### src/rtl/issue_exec_stage_pkg.sv
// ============================================================================
// Module      : Types (package)
// Description : Shared types for the issue/execute stage: machine word,
//               reservation-station row, completion record, ALU opcodes and
//               the memory-lane FSM state encoding.
// Revision    : 1.0 - initial release
// ============================================================================
`default_nettype none

package Types;

    typedef logic [31:0] word;

    localparam int ROB_W = 4;
    localparam int OP_W  = 4;
    localparam int FU_W  = 3;

    // ALU operation codes; anything above c_OP_SLT is unsupported
    localparam logic [OP_W-1:0] c_OP_ADD = 4'd0;
    localparam logic [OP_W-1:0] c_OP_SUB = 4'd1;
    localparam logic [OP_W-1:0] c_OP_AND = 4'd2;
    localparam logic [OP_W-1:0] c_OP_OR  = 4'd3;
    localparam logic [OP_W-1:0] c_OP_XOR = 4'd4;
    localparam logic [OP_W-1:0] c_OP_SLL = 4'd5;
    localparam logic [OP_W-1:0] c_OP_SRL = 4'd6;
    localparam logic [OP_W-1:0] c_OP_SLT = 4'd7;

    typedef struct packed {
        logic [ROB_W-1:0] ROBNumber;
        logic             RegWrite;
        logic             MemWrite;
        logic             ALUSrc;
        logic [OP_W-1:0]  ALUOp;
        word              src0;
        word              src1;
        word              immediate;
    } rs_row_struct;

    typedef struct packed {
        logic             ready;
        logic [ROB_W-1:0] ROBNumber;
        logic             RegWrite;
        logic             MemWrite;
        logic [FU_W-1:0]  fu;
        word              FU_Result;
    } complete_stage_struct;

    typedef enum logic [1:0] {
        IDLE = 2'd0,
        REQ  = 2'd1,
        WAIT = 2'd2,
        RESP = 2'd3
    } mem_fsm_e;

    // Second operand selection shared by the ALU lanes and the address adder
    function automatic word sel_operand1(input rs_row_struct row);
        return row.ALUSrc ? row.immediate : row.src1;
    endfunction

endpackage

`default_nettype wire

### src/rtl/issue_exec_stage_if.sv
// ============================================================================
// Module      : issue_exec_stage_if
// Description : Issue, completion and memory bus bundle of the issue/execute
//               stage. slave = the stage, master = its environment.
//   i_issue_valid/i_issue_inst   : per-lane issue request and row
//   o_fu_ready                   : per-lane issue acceptance
//   o_complete_result            : per-lane completion record
//   i_complete_ready             : per-lane completion consume
//   o_mem_* / i_mem_*            : single outstanding memory request port
// Revision    : 1.0 - initial release
// ============================================================================
`default_nettype none

interface issue_exec_stage_if #(
    parameter int NUM_ALU = 2
);
    import Types::*;

    localparam int NL = NUM_ALU + 1;

    logic [NL-1:0]        i_issue_valid;
    rs_row_struct         i_issue_inst [NL];
    logic [NL-1:0]        o_fu_ready;
    complete_stage_struct o_complete_result [NL];
    logic [NL-1:0]        i_complete_ready;

    logic                 o_mem_req;
    logic                 o_mem_we;
    word                  o_mem_addr;
    word                  o_mem_wdata;
    logic                 i_mem_gnt;
    logic                 i_mem_rvalid;
    word                  i_mem_rdata;

    modport slave (
        input  i_issue_valid, i_issue_inst, i_complete_ready,
        input  i_mem_gnt, i_mem_rvalid, i_mem_rdata,
        output o_fu_ready, o_complete_result,
        output o_mem_req, o_mem_we, o_mem_addr, o_mem_wdata
    );

    modport master (
        output i_issue_valid, i_issue_inst, i_complete_ready,
        output i_mem_gnt, i_mem_rvalid, i_mem_rdata,
        input  o_fu_ready, o_complete_result,
        input  o_mem_req, o_mem_we, o_mem_addr, o_mem_wdata
    );

endinterface

`default_nettype wire

### src/rtl/issue_exec_stage_alu.sv
// ============================================================================
// Module      : alu
// Description : Combinational integer ALU. o_valid is low for unsupported
//               opcodes, in which case o_result is 0.
//   i_op, i_operand0, i_operand1 : opcode and operands
//   o_result, o_valid            : result and opcode-supported flag
// Revision    : 1.0 - initial release
// ============================================================================
`default_nettype none

module alu
    import Types::*;
(
    input  wire logic [OP_W-1:0] i_op,
    input  wire word             i_operand0,
    input  wire word             i_operand1,
    output word                  o_result,
    output logic                 o_valid
);

    always_comb begin
        o_result = '0;
        o_valid  = 1'b1;
        case (i_op)
            c_OP_ADD: o_result = i_operand0 + i_operand1;
            c_OP_SUB: o_result = i_operand0 - i_operand1;
            c_OP_AND: o_result = i_operand0 & i_operand1;
            c_OP_OR : o_result = i_operand0 | i_operand1;
            c_OP_XOR: o_result = i_operand0 ^ i_operand1;
            c_OP_SLL: o_result = i_operand0 << i_operand1[4:0];
            c_OP_SRL: o_result = i_operand0 >> i_operand1[4:0];
            c_OP_SLT: o_result = {31'd0, $signed(i_operand0) < $signed(i_operand1)};
            default : o_valid  = 1'b0;
        endcase
    end

endmodule

`default_nettype wire

### src/rtl/issue_exec_stage.sv
// ============================================================================
// Module      : issue_exec_stage
// Description : Issue/execute stage with NUM_ALU single-cycle ALU lanes and
//               one memory lane (lane NUM_ALU) driving a request/grant/rvalid
//               memory port. Each lane holds its result until consumed.
//   i_clk, i_rst_n   : clock, asynchronous active-low reset
//   bus (slave)      : issue, completion and memory signals
//   o_perf_issue     : saturating per-lane fire counters   (ISSUE_PERF_CNT_EN)
//   o_perf_mem_stall : saturating REQ/WAIT cycle counter   (ISSUE_PERF_CNT_EN)
// Optional feature macro: ISSUE_PERF_CNT_EN
// Revision    : 1.0 - initial release
// ============================================================================
`default_nettype none

module issue_exec_stage
    import Types::*;
#(
    parameter  int NUM_ALU = 2,
    localparam int NL      = NUM_ALU + 1
) (
    input  wire logic i_clk,
    input  wire logic i_rst_n,
    issue_exec_stage_if.slave bus
`ifdef ISSUE_PERF_CNT_EN
    ,
    output logic [31:0] o_perf_issue [NL],
    output logic [31:0] o_perf_mem_stall
`endif
);

    localparam int c_MEM = NUM_ALU;

    logic [NL-1:0] w_fire;

    // ------------------------------------------------------------------
    // ALU lanes: result registered on the fire edge, held until consumed.
    // A lane accepts a new issue in the same cycle its held result drains.
    // ------------------------------------------------------------------
    genvar k;
    generate
        for (k = 0; k < NUM_ALU; k++) begin : g_alu
            word                  w_res;
            logic                 w_valid;
            logic                 w_ready;
            complete_stage_struct r_res;

            alu u_alu (
                .i_op       (bus.i_issue_inst[k].ALUOp),
                .i_operand0 (bus.i_issue_inst[k].src0),
                .i_operand1 (sel_operand1(bus.i_issue_inst[k])),
                .o_result   (w_res),
                .o_valid    (w_valid)
            );

            assign w_ready   = !r_res.ready || bus.i_complete_ready[k];
            assign w_fire[k] = bus.i_issue_valid[k] && w_ready;

            always_ff @(posedge i_clk or negedge i_rst_n) begin
                if (!i_rst_n) begin
                    r_res <= '0;
                end else if (w_fire[k]) begin
                    r_res.ready     <= 1'b1;
                    r_res.ROBNumber <= bus.i_issue_inst[k].ROBNumber;
                    r_res.RegWrite  <= bus.i_issue_inst[k].RegWrite;
                    r_res.MemWrite  <= bus.i_issue_inst[k].MemWrite;
                    r_res.fu        <= FU_W'(k);
                    // Unsupported opcodes still complete so the ROB entry retires
                    r_res.FU_Result <= w_valid ? w_res : '0;
                end else if (bus.i_complete_ready[k]) begin
                    r_res <= '0;
                end
            end

            assign bus.o_fu_ready[k]        = w_ready;
            assign bus.o_complete_result[k] = r_res;
        end
    endgenerate

    // ------------------------------------------------------------------
    // Memory lane FSM
    // ------------------------------------------------------------------
    mem_fsm_e             r_state;
    rs_row_struct         r_row;
    word                  r_addr;
    word                  r_wdata;
    word                  r_rdata;
    logic                 r_we;
    complete_stage_struct w_mem_res;

    assign w_fire[c_MEM] = bus.i_issue_valid[c_MEM] && (r_state == IDLE);

    always_ff @(posedge i_clk or negedge i_rst_n) begin
        if (!i_rst_n) begin
            r_state <= IDLE;
            r_row   <= '0;
            r_addr  <= '0;
            r_wdata <= '0;
            r_rdata <= '0;
            r_we    <= 1'b0;
        end else begin
            case (r_state)
                IDLE: begin
                    if (w_fire[c_MEM]) begin
                        r_row   <= bus.i_issue_inst[c_MEM];
                        // Wraps modulo 2^32
                        r_addr  <= bus.i_issue_inst[c_MEM].src0
                                 + sel_operand1(bus.i_issue_inst[c_MEM]);
                        r_wdata <= bus.i_issue_inst[c_MEM].src1;
                        r_we    <= bus.i_issue_inst[c_MEM].MemWrite;
                        r_state <= REQ;
                    end
                end
                REQ: begin
                    if (bus.i_mem_gnt) begin
                        if (r_we) begin
                            r_state <= RESP;
                        end else if (bus.i_mem_rvalid) begin
                            // Memory may return read data in the grant cycle
                            r_rdata <= bus.i_mem_rdata;
                            r_state <= RESP;
                        end else begin
                            r_state <= WAIT;
                        end
                    end
                end
                WAIT: begin
                    if (bus.i_mem_rvalid) begin
                        r_rdata <= bus.i_mem_rdata;
                        r_state <= RESP;
                    end
                end
                RESP: begin
                    if (bus.i_complete_ready[c_MEM]) begin
                        r_state <= IDLE;
                    end
                end
                default: r_state <= IDLE;
            endcase
        end
    end

    always_comb begin
        w_mem_res = '0;
        if (r_state == RESP) begin
            w_mem_res.ready     = 1'b1;
            w_mem_res.ROBNumber = r_row.ROBNumber;
            w_mem_res.RegWrite  = r_row.RegWrite;
            w_mem_res.MemWrite  = r_row.MemWrite;
            w_mem_res.fu        = FU_W'(c_MEM);
            // Stores report their effective address as the result
            w_mem_res.FU_Result = r_we ? r_addr : r_rdata;
        end
    end

    assign bus.o_fu_ready[c_MEM]        = (r_state == IDLE);
    assign bus.o_complete_result[c_MEM] = w_mem_res;
    assign bus.o_mem_req                = (r_state == REQ);
    assign bus.o_mem_we                 = r_we;
    assign bus.o_mem_addr               = r_addr;
    assign bus.o_mem_wdata              = r_wdata;

`ifdef ISSUE_PERF_CNT_EN
    // ------------------------------------------------------------------
    // Saturating performance counters
    // ------------------------------------------------------------------
    logic [31:0] r_perf_issue [NL];
    logic [31:0] r_perf_mem_stall;

    generate
        for (k = 0; k < NL; k++) begin : g_perf
            always_ff @(posedge i_clk or negedge i_rst_n) begin
                if (!i_rst_n) begin
                    r_perf_issue[k] <= '0;
                end else if (w_fire[k] && (r_perf_issue[k] != '1)) begin
                    r_perf_issue[k] <= r_perf_issue[k] + 32'd1;
                end
            end
            assign o_perf_issue[k] = r_perf_issue[k];
        end
    endgenerate

    always_ff @(posedge i_clk or negedge i_rst_n) begin
        if (!i_rst_n) begin
            r_perf_mem_stall <= '0;
        end else if (((r_state == REQ) || (r_state == WAIT)) && (r_perf_mem_stall != '1)) begin
            r_perf_mem_stall <= r_perf_mem_stall + 32'd1;
        end
    end

    assign o_perf_mem_stall = r_perf_mem_stall;
`endif

endmodule

`default_nettype wire

### src/flat_wrapper.sv
// flat-port wrapper written by rule: the top's interface ports become plain ports
module issue_exec_stage_flat import Types::*;
#(
    parameter  int NUM_ALU = 2,
    localparam int NL      = NUM_ALU + 1
)
  (i_clk, i_rst_n, bus_i_issue_valid, bus_i_issue_inst, bus_i_complete_ready, bus_i_mem_gnt, bus_i_mem_rvalid, bus_i_mem_rdata, bus_o_fu_ready, bus_o_complete_result, bus_o_mem_req, bus_o_mem_we, bus_o_mem_addr, bus_o_mem_wdata);
  issue_exec_stage_if #(.NUM_ALU(NUM_ALU)) bus_i ();
  input  wire logic i_clk;
  input  wire logic i_rst_n;
  input wire logic [$bits(bus_i.i_issue_valid)-1:0] bus_i_issue_valid;
  input wire logic [$bits(bus_i.i_issue_inst)-1:0] bus_i_issue_inst;
  input wire logic [$bits(bus_i.i_complete_ready)-1:0] bus_i_complete_ready;
  input wire logic [$bits(bus_i.i_mem_gnt)-1:0] bus_i_mem_gnt;
  input wire logic [$bits(bus_i.i_mem_rvalid)-1:0] bus_i_mem_rvalid;
  input wire logic [$bits(bus_i.i_mem_rdata)-1:0] bus_i_mem_rdata;
  output wire logic [$bits(bus_i.o_fu_ready)-1:0] bus_o_fu_ready;
  output wire logic [$bits(bus_i.o_complete_result)-1:0] bus_o_complete_result;
  output wire logic [$bits(bus_i.o_mem_req)-1:0] bus_o_mem_req;
  output wire logic [$bits(bus_i.o_mem_we)-1:0] bus_o_mem_we;
  output wire logic [$bits(bus_i.o_mem_addr)-1:0] bus_o_mem_addr;
  output wire logic [$bits(bus_i.o_mem_wdata)-1:0] bus_o_mem_wdata;
  assign bus_i.i_issue_valid = bus_i_issue_valid;
  assign bus_i.i_issue_inst = {>>{bus_i_issue_inst}};
  assign bus_i.i_complete_ready = bus_i_complete_ready;
  assign bus_i.i_mem_gnt = bus_i_mem_gnt;
  assign bus_i.i_mem_rvalid = bus_i_mem_rvalid;
  assign bus_i.i_mem_rdata = bus_i_mem_rdata;
  assign bus_o_fu_ready = bus_i.o_fu_ready;
  assign bus_o_complete_result = {>>{bus_i.o_complete_result}};
  assign bus_o_mem_req = bus_i.o_mem_req;
  assign bus_o_mem_we = bus_i.o_mem_we;
  assign bus_o_mem_addr = bus_i.o_mem_addr;
  assign bus_o_mem_wdata = bus_i.o_mem_wdata;
  issue_exec_stage #(.NUM_ALU(NUM_ALU)) u_core (.i_clk(i_clk), .i_rst_n(i_rst_n), .bus(bus_i));
endmodule
### config.mk
export PLATFORM = sky130hd
export DESIGN_NAME = issue_exec_stage_flat
export DESIGN_NICKNAME = d
export VERILOG_FILES = /design/src/rtl/issue_exec_stage_pkg.sv /design/src/rtl/issue_exec_stage_if.sv /design/src/rtl/issue_exec_stage_alu.sv /design/src/rtl/issue_exec_stage.sv /design/src/flat_wrapper.sv
export SDC_FILE = /design/constraint.sdc
export NUM_CORES = 1
export LEC_CHECK = 0
export CORE_ASPECT_RATIO = 0.5
export CORE_MARGIN = 5
export CORE_UTILIZATION = 45
export DETAILED_ROUTE_END_ITERATION = 10
export DONT_BUFFER_PORTS = 1
export REMOVE_ABC_BUFFERS = 1
export SETUP_SLACK_MARGIN = 0.15
export SKIP_LAST_GASP = 1
export SLEW_MARGIN = 30
export SYNTH_ARGS = -nofsm -noshare
export SYNTH_HDL_FRONTEND = slang
export SYNTH_SLANG_ARGS = --single-unit
### constraint.sdc
create_clock -name i_clk -period 2.05 [get_ports i_clk]
set_input_delay 0.205 -clock i_clk [delete_from_list [all_inputs] [get_ports i_clk]]
set_output_delay 0.205 -clock i_clk [all_outputs]
set_load 0.005 [all_outputs]
==> metrics.md, run 1 <==
| Metric | Value |
|---|---|
| Die Width | `346.5 microns` |
| IO Port Bufs | `0` |
| Largest net degree at the start of global routing | `183` |
| Dominant cell type by area after synthesis | `dfrtp_1` |
| Failing checks | `negative hold slack, negative setup slack` |
| CTS Hold Buffers Added | `91` |
| Fill count | `4549` |
| Clk pin slew, worst setup/hold paths | `0.09 ns` |
| Clock Sinks | `182` |
| VDD IR max | `0.6314 mV` |
| Slew headroom | `41.08%` |
| Initial Utilization | `45.66%` |
| Post-layout nets | `5014` |
| Tot Pwr | `24.50 mW` |
| Row count | `61` |
| Setup crit end kind | `flop` |
| Clock share of power | `15.8%` |
| Worst-margin pin slew | `0.8728 ns` |
| Final std cells w/o fill | `5164` |
| Total number of H-tree levels | `4` |
| Yosys top cell area share | `17.88%` |
| Clk_skew | `0.01934 ns` |
| First-pass GRT wire length | `195300 microns` |
| Gr ovfl total | `0` |
| Worst Hold Class | `in -> async` |
| Status | `finished with violations` |
| CP Launch Type | `input port` |
| DRT Wirelength | `135000 microns` |
| Critical path class | `in -> reg` |
| Achievable frequency | `0.3312 GHz` |
| Initial antenna violation count | `1` |
| Routed WL per cell | `26.13 microns` |
| Unrepaired setup endpoints after global routing | `yes` |
| CORE AREA | `0.05579 sq mm` |
| Worst-path maximum fanout | `36` |
| Crit path DAT | `3.38 ns` |
| Fin worst setup slack | `-0.9693 ns` |
| Async set-or-reset flop fraction in the synthesized netlist | `100.0%` |
| CTS tree | `done` |
| Max Cap Viol | `0` |
| Area of the multi-input gates | `0.02173 sq mm` |
| Synthesized instance count | `3388` |
| Top_reg_cell synth | `dfrtp_1` |
| Count of pins over their slew limit | `0` |
| Vias after detailed routing | `32437` |
| Register area | `0.004558 sq mm` |
| Worst Hold Slack | `-0.5822 ns` |
| Static leakage | `18.05 nW` |
| Area grow syn2layout | `52.31%` |
| Hold Vio Cnt, Final | `182` |
| Setup-failing EPs final | `85` |
| Pwr dens | `631.4 mW/mm^2` |
| Post-synth EDFFs | `0` |
| Final HPWL DP | `99750 microns` |
| Die Span Y | `178.2 microns` |
| Combinational share of power | `60.0%` |
| #FFs+latches synth | `182` |
| Register area share after synthesis | `17.88%` |
| Root buffer cell | `clkbuf_16` |
| Number of distinct library cells after synthesis | `93` |
| Final min period | `3.019 ns` |
| Dpl cell area | `0.03331 sq mm` |
| Cts bufs inserted | `17` |
| Syn. warnings | `0` |
| All-Layer GR Usage | `40.57%` |
| I/O pin count | `558` |
| Vias in the first global route | `31403` |
| Sequential power share | `24.1%` |
| Psw | `10.71 mW` |
| Worst Path Required | `2.41 ns` |
| Detailed Route Iter0 Violations | `3884` |
| Sw frac | `43.70%` |
| DRC errors left | `0` |
| Longest Clk Path Bufs | `2` |
| DP Worst Slack | `-1.717 ns` |
| Routability congestion estimate | `1.079` |
| DRT antenna net count | `0` |
| Internal | `13.79 mW` |
| Synthesized area per cell | `7.519 sq um` |
| Layout cells sized above 1 | `38.37%` |
| Final period util | `147.3%` |
| Via/cell ratio | `6.281` |
| Synth Cell Area | `0.02548 sq mm` |
| TritonRoute pass-1 iters | `9` |
| Worst skew pair latency | `0.47 ns` |
| Finished Cell Area | `0.03880 sq mm` |
| Die footprint | `0.06176 sq mm` |
| Largest cells by area after synthesis | `dfrtp_1 (18%), ha_1 (12%), mux2i_1 (9.0%)` |
| Cell count after placement | `4923` |
flip-flops by register name, summed over array words and instances (netlist names):
| register | count |
|---|---|
| u_core.bus.o_complete_result | 78 |
| u_core.r_state | 2 |
| u_core.bus.o_mem_we | 1 |
| u_core.bus.o_mem_wdata | 32 |
| u_core.r_row | 5 |
| u_core.r_rdata | 32 |
| u_core.bus.o_mem_addr | 32 |
worst paths after layout:
kind | start | endpoint | slack (ns) | depth (start not counted)
worst min register to register | u_core.r_rdata[24] | u_core.r_rdata[24] | 0.52 | 1
worst max register to register | u_core.bus.o_complete_result[125] | u_core.bus.o_complete_result[113] | -0.01 | 11
min in group i_clk | bus_i_issue_inst[95] | u_core.bus.o_mem_addr[31] | 0.01 | 3
worst max-delay path | bus_i_issue_inst[314] | u_core.bus.o_complete_result[115] | -0.97 | 15
max in group asynchronous | i_rst_n | u_core.bus.o_complete_result[98] | 2.27 | 0
worst min-delay path | i_rst_n | u_core.bus.o_mem_wdata[31] | -0.58 | 0
logic make-up after synthesis:
| family | synth area share [%] |
|---|---|
| other | 0.01472 |
| and+or+nand+nor | 16.62 |
| xor gates and xnor gates | 2.922 |
| buffers and inverters | 7.107 |
| DFF | 17.88 |
| AOI/OAI and AO/OA | 27.89 |
| muxes | 14.84 |
| adders and majority gates | 12.72 |
critical path: stages:
cell and delay [ns]:
mux2i_4 0.34, inv_2 0.07, ha_2 0.19, or4_4 0.43, a311oi_4 0.36, nand4b_1 0.19, o211ai_2 0.14, a31oi_1 0.20
buf_4 0.16, o41a_1 0.24, o21ai_2 0.12, o31ai_2 0.29, xor2_1 0.12, a221oi_2 0.25, nor2_1 0.06
timing repair:
action                                  CTS  global route
gates resized for setup                 430           276
endpoints found under the setup margin  119           150
buffers inserted                         70            44
pin swaps                               219           203
gates cloned                              2             3
endpoints found under the hold margin   271           182
cell usage in the layout, fill, tap and decap left out, types with 91 or more instances in the layout:
| cell type | n |
|---|---|
| buf_4 | 1017 |
| nand2_1 | 336 |
| nor2_1 | 314 |
| ha_1 | 217 |
| a21oi_1 | 201 |
| inv_1 | 187 |
| mux2i_1 | 185 |
| dfrtp_1 | 179 |
| o21ai_0 | 177 |
| mux2_2 | 97 |
| dlygate4sd3_1 | 91 |
synthesized netlist by cell type, drive strengths merged (13+ instances only):
cell       n
nand2    343
nor2     327
o21ai    304
a21oi    284
ha       251
mux2i    233
inv      205
dfrtp    182
clkbuf   154
mux2     107
buf       87
nand3     69
nor3      62
xnor2     62
o211ai    60
a31oi     47
a211oi    45
a21o      42
a221oi    41
a22oi     37
nand2b    26
o221ai    26
o21bai    24
o22ai     24
a22o      23
xor2      23
or3       21
and2      19
o31ai     18
nand4     17
nor2b     17
o2111ai   17
nor4      14
o21a      14
or2       14
a221o     13
routing by layer:
layer | vias to the layer above | GRT usage [%] | part of all wire [%]
met4 | 2 | 16.84 | 5.2
met3 | 447 | 8.488 | 9.8
met2 | 2014 | 68.57 | 46
met5 | - | 0 | 0.0096
li1 | 14298 | - | -
met1 | 15676 | 50.85 | 39
per-stage QoR:
stage                     util [%]  TNS, ns
after detailed placement     59.71   -98.17
after global placement       59.71   -96.01
after floorplan                  -  -350.33
after CTS                    66.55   -34.63
after global routing         69.54   -48.67
final                        69.55   -44.50
power groups by stage:
stage / combinational, mW / sequential [mW] / clock, mW
6_report: 14.7 / 5.91 / 3.88
5_1_grt: 15.5 / 5.99 / 3.99
4_1_cts: 13.2 / 5.79 / 3.87
3_5_place_dp: 11.9 / 5.85 / 0
3_3_place_gp: 11.7 / 5.80 / 0
2_1_floorplan: 6.60 / 5.51 / 0
final cells by class:
class / count / area share (%)
multi-input combinational: 2763 / 55.99
timing repair buffer: 1223 / 26.20
sequential: 182 / 11.75
tap: 756 / 2.438
inverter: 208 / 2.025
clock buffer: 18 / 1.132
clock inverter: 13 / 0.4547
antenna: 1 / 0.006449
Power figures use the tool's default switching activity.
==> inputs of run 2 (changes only) <==
--- a/config.mk
+++ b/config.mk
@@ -10,8 +10,9 @@
 export CORE_UTILIZATION = 45
 export DETAILED_ROUTE_END_ITERATION = 10
 export DONT_BUFFER_PORTS = 1
+export MAX_ROUTING_LAYER = met4
 export REMOVE_ABC_BUFFERS = 1
-export SETUP_SLACK_MARGIN = 0.15
+export SETUP_SLACK_MARGIN = 0.4
 export SKIP_LAST_GASP = 1
 export SLEW_MARGIN = 30
 export SYNTH_ARGS = -nofsm -noshare
==> run 2 against run 1 <==
- sequential power up 0.8%
- sequential cell count is the same
- first-iteration DRC count up 7.7%
- core utilization decreased by 0.096 points
- sequential share of layout area is essentially flat
- largest cell class unchanged
- critical path type unchanged
- the run still ends with negative hold slack, negative setup slack left
==> metrics.md, run 2 (synthesized netlist as in run 1, its figures left out) <==
| Metric | Value |
|---|---|
| Setup crit end kind | `flop` |
| Fin worst setup slack | `-0.9739 ns (-0.004552 ns)` |
| Root buffer cell | `clkbuf_16` |
| Worst Path Required | `2.42 ns (about the same)` |
| Pwr dens | `648.3 mW/mm^2 (+2.7%)` |
| Met2 Resource Use GR | `66.83% (-1.7 points)` |
| Count of pins over their slew limit | `0 (unchanged)` |
| CTS tree | `done` |
| DRC errors left | `0 (unchanged)` |
| Clock Sinks | `182 (unchanged)` |
| Area grow syn2layout | `52.09%` |
| Clk_skew | `0.02898 ns (+0.009642 ns)` |
| Clk pin slew, worst setup/hold paths | `0.10 ns (about the same)` |
| Critical path class | `in -> reg` |
| All-Layer GR Usage | `40.79% (+0.22 points)` |
| Routed WL per cell | `26.70 microns (+2.2%)` |
| Vias in the first global route | `30839 (-1.8%)` |
| CP Launch Type | `input port` |
| Die Span Y | `178.2 microns (unchanged)` |
| Worst Hold Slack | `-0.5798 ns (+0.002400 ns)` |
| Row count | `61 (unchanged)` |
| Layout cells sized above 1 | `37.54% (-0.83 points)` |
| Total number of H-tree levels | `4 (unchanged)` |
| Largest register FFs | `78 (unchanged)` |
| Dpl cell area | `0.03320 sq mm (-0.35%)` |
| DRT Wirelength | `137500 microns (+1.9%)` |
| DRT antenna net count | `0 (unchanged)` |
| Static leakage | `18.04 nW (about the same)` |
| First-pass GRT wire length | `190500 microns (-2.5%)` |
| I/O pin count | `558 (unchanged)` |
| GR Layer Usage met1 | `50.92% (+0.071 points)` |
| Largest net degree at the start of global routing | `183 (unchanged)` |
| Max Cap Viol | `0 (unchanged)` |
| Max incr delay on CP | `0.40 ns (-0.03 ns)` |
| Worst skew pair latency | `0.49 ns (+0.02 ns)` |
| VDD IR max | `0.6555 mV (+3.8%)` |
| TritonRoute pass-1 iters | `8 (-1)` |
| Detailed Route Iter0 Violations | `4184 (+7.7%)` |
| Commonest non-fill, non-tap cells in the layout | `buf_4 (1000), nand2_1 (337), nor2_1 (295)` |
| CORE AREA | `0.05579 sq mm (unchanged)` |
| Global-route track usage on met3 | `7.186% (-1.3 points)` |
| Failing checks | `negative hold slack, negative setup slack` |
| Reg2reg end | `u_core.bus.o_complete_result[113]` |
| Longest Clk Path Bufs | `2 (unchanged)` |
| Initial Utilization | `45.66% (unchanged)` |
| Crit-path cells | `mux2i_4 > ha_4 > a211o_1 > o211ai_1 > a21oi_2 > a41oi_2 > buf_4 > o31a_1 > o31ai_4 > a21oi_2 > nor4_2 > buf_4 > mux2i_1 > a31o_1 > o31ai_2` |
| Crit path DAT | `3.39 ns (about the same)` |
| Finished Cell Area | `0.03875 sq mm (-0.14%)` |
| Post-layout nets | `4997 (-0.34%)` |
| Initial antenna violation count | `4 (+3)` |
| Worst Hold Class | `in -> async` |
| Final HPWL DP | `98230 microns (-1.5%)` |
| Achievable frequency | `0.3307 GHz (-0.15%)` |
| Die footprint | `0.06176 sq mm (unchanged)` |
| Reg-to-reg slack, setup | `-0.15 ns (-0.14 ns)` |
| R2r startpoint | `u_core.bus.o_complete_result[125]` |
| Unrepaired setup endpoints after global routing | `yes` |
| Worst r2r path cells | `11 (unchanged)` |
| Worst-path maximum fanout | `34 (-5.6%)` |
| Gr ovfl total | `0 (unchanged)` |
| Status | `finished with violations` |
| Slew headroom | `49.22% (+8.1 points)` |
| Worst-margin pin slew | `0.7537 ns (-0.1191 ns)` |
| WP buf/inv | `2 (unchanged)` |
| Fill count | `4524 (-0.55%)` |
| Cell family with most CP delay | `compound AO/OA/AOI/OAI gates` |
| Via/cell ratio | `6.343 (+0.98%)` |
| Hold Vio Cnt, Final | `182 (unchanged)` |
| Final min period | `3.024 ns (+0.004552 ns)` |
| Routability congestion estimate | `1.056 (-2.2%)` |
| Setup-failing EPs final | `85 (unchanged)` |
| Commonest non-fill, non-tap cell in the layout | `buf_4` |
| IO Port Bufs | `0 (unchanged)` |
| CP max-delay cell | `mux2i_4` |
| Final period util | `147.5% (+0.22 points)` |
| Vias after detailed routing | `32667 (+0.71%)` |
| Die Width | `346.5 microns (unchanged)` |
| Busiest layer in global routing | `met2` |
| Cts bufs inserted | `17 (unchanged)` |
run 2: cell types whose count changed in the layout (fill, tap and decap cells not counted), moves of 8 or more:
cell,delta
xnor2_1,+8
a21oi_2,-8
xnor2_2,-9
clkbuf_16,+9
nor2_2,+9
buf_6,-16
o21ai_2,-10
nor2_1,-19
a21oi_1,+8
buf_4,-17
mux2i_1,+10
nor2_4,+10
run 2: metal layers:
layer,vias up,share of wire (%),routed length [microns]
li1,14270,-,-
met1,15692,38,52780
met2,2196,46,63090
met3,509,10,13880
met4,0,5.6,7760
met5,-,0,0
run 2: worst max-delay path by stage:
stage,endpoint,cells past startpoint,from
2_1_floorplan,u_core.bus.o_complete_result[73],14,bus_i_issue_inst[207]
3_3_place_gp,u_core.bus.o_complete_result[114],16,bus_i_issue_inst[314]
3_5_place_dp,u_core.bus.o_complete_result[114],17,bus_i_issue_inst[314]
4_1_cts,u_core.bus.o_complete_result[110],18,bus_i_issue_inst[314]
5_1_grt,u_core.bus.o_complete_result[71],15,bus_i_issue_inst[207]
6_report,u_core.bus.o_complete_result[71],15,bus_i_issue_inst[207]
run 2: per-stage QoR:
| stage | util, % | TNS [ns] | instances | setup slack, ns | power (mW) |
|---|---|---|---|---|---|
| detailed placement | 59.50 | -101.80 | 4901 | -1.761 | 17.61 |
| global placement | 59.50 | -99.28 | 4901 | -1.719 | 17.40 |
| global route | 69.45 | -51.98 | 5150 | -1.022 | 26.06 |
| CTS | 65.52 | -35.73 | 5077 | -0.9018 | 22.49 |
| finish | 69.45 | -45.90 | 5150 | -0.9739 | 25.12 |
| floorplan | - | -350.33 | 3153 | -5.391 | 12.11 |
run 2: final cells by class:
class                      count  area [sq um]  area share, %
sequential                   182          4558          11.76
clock inverter                14         182.7         0.4715
clock buffer                  17         425.4          1.098
timing repair buffer        1206         10280          26.54
antenna                        4         10.01        0.02583
inverter                     208         792.0          2.044
tap                          756         945.9          2.441
multi-input combinational   2763         21550          55.61
run 2: repair_timing:
action                                 CTS  global route
setup buffers                           51            52
pin swaps                              173           203
gates cloned                             5            16
endpoints found under the hold margin  269           186
gates resized for setup                325           348
hold buffers                            89             1
setup endpoints to repair              171           201
run 2: where the power goes:
part / total, mW / internal (mW) / switching [mW]
Clock: 3.87 / 1.77 / 2.10
Sequential: 5.96 / 4.72 / 1.24
Combinational: 15.3 / 7.41 / 7.88
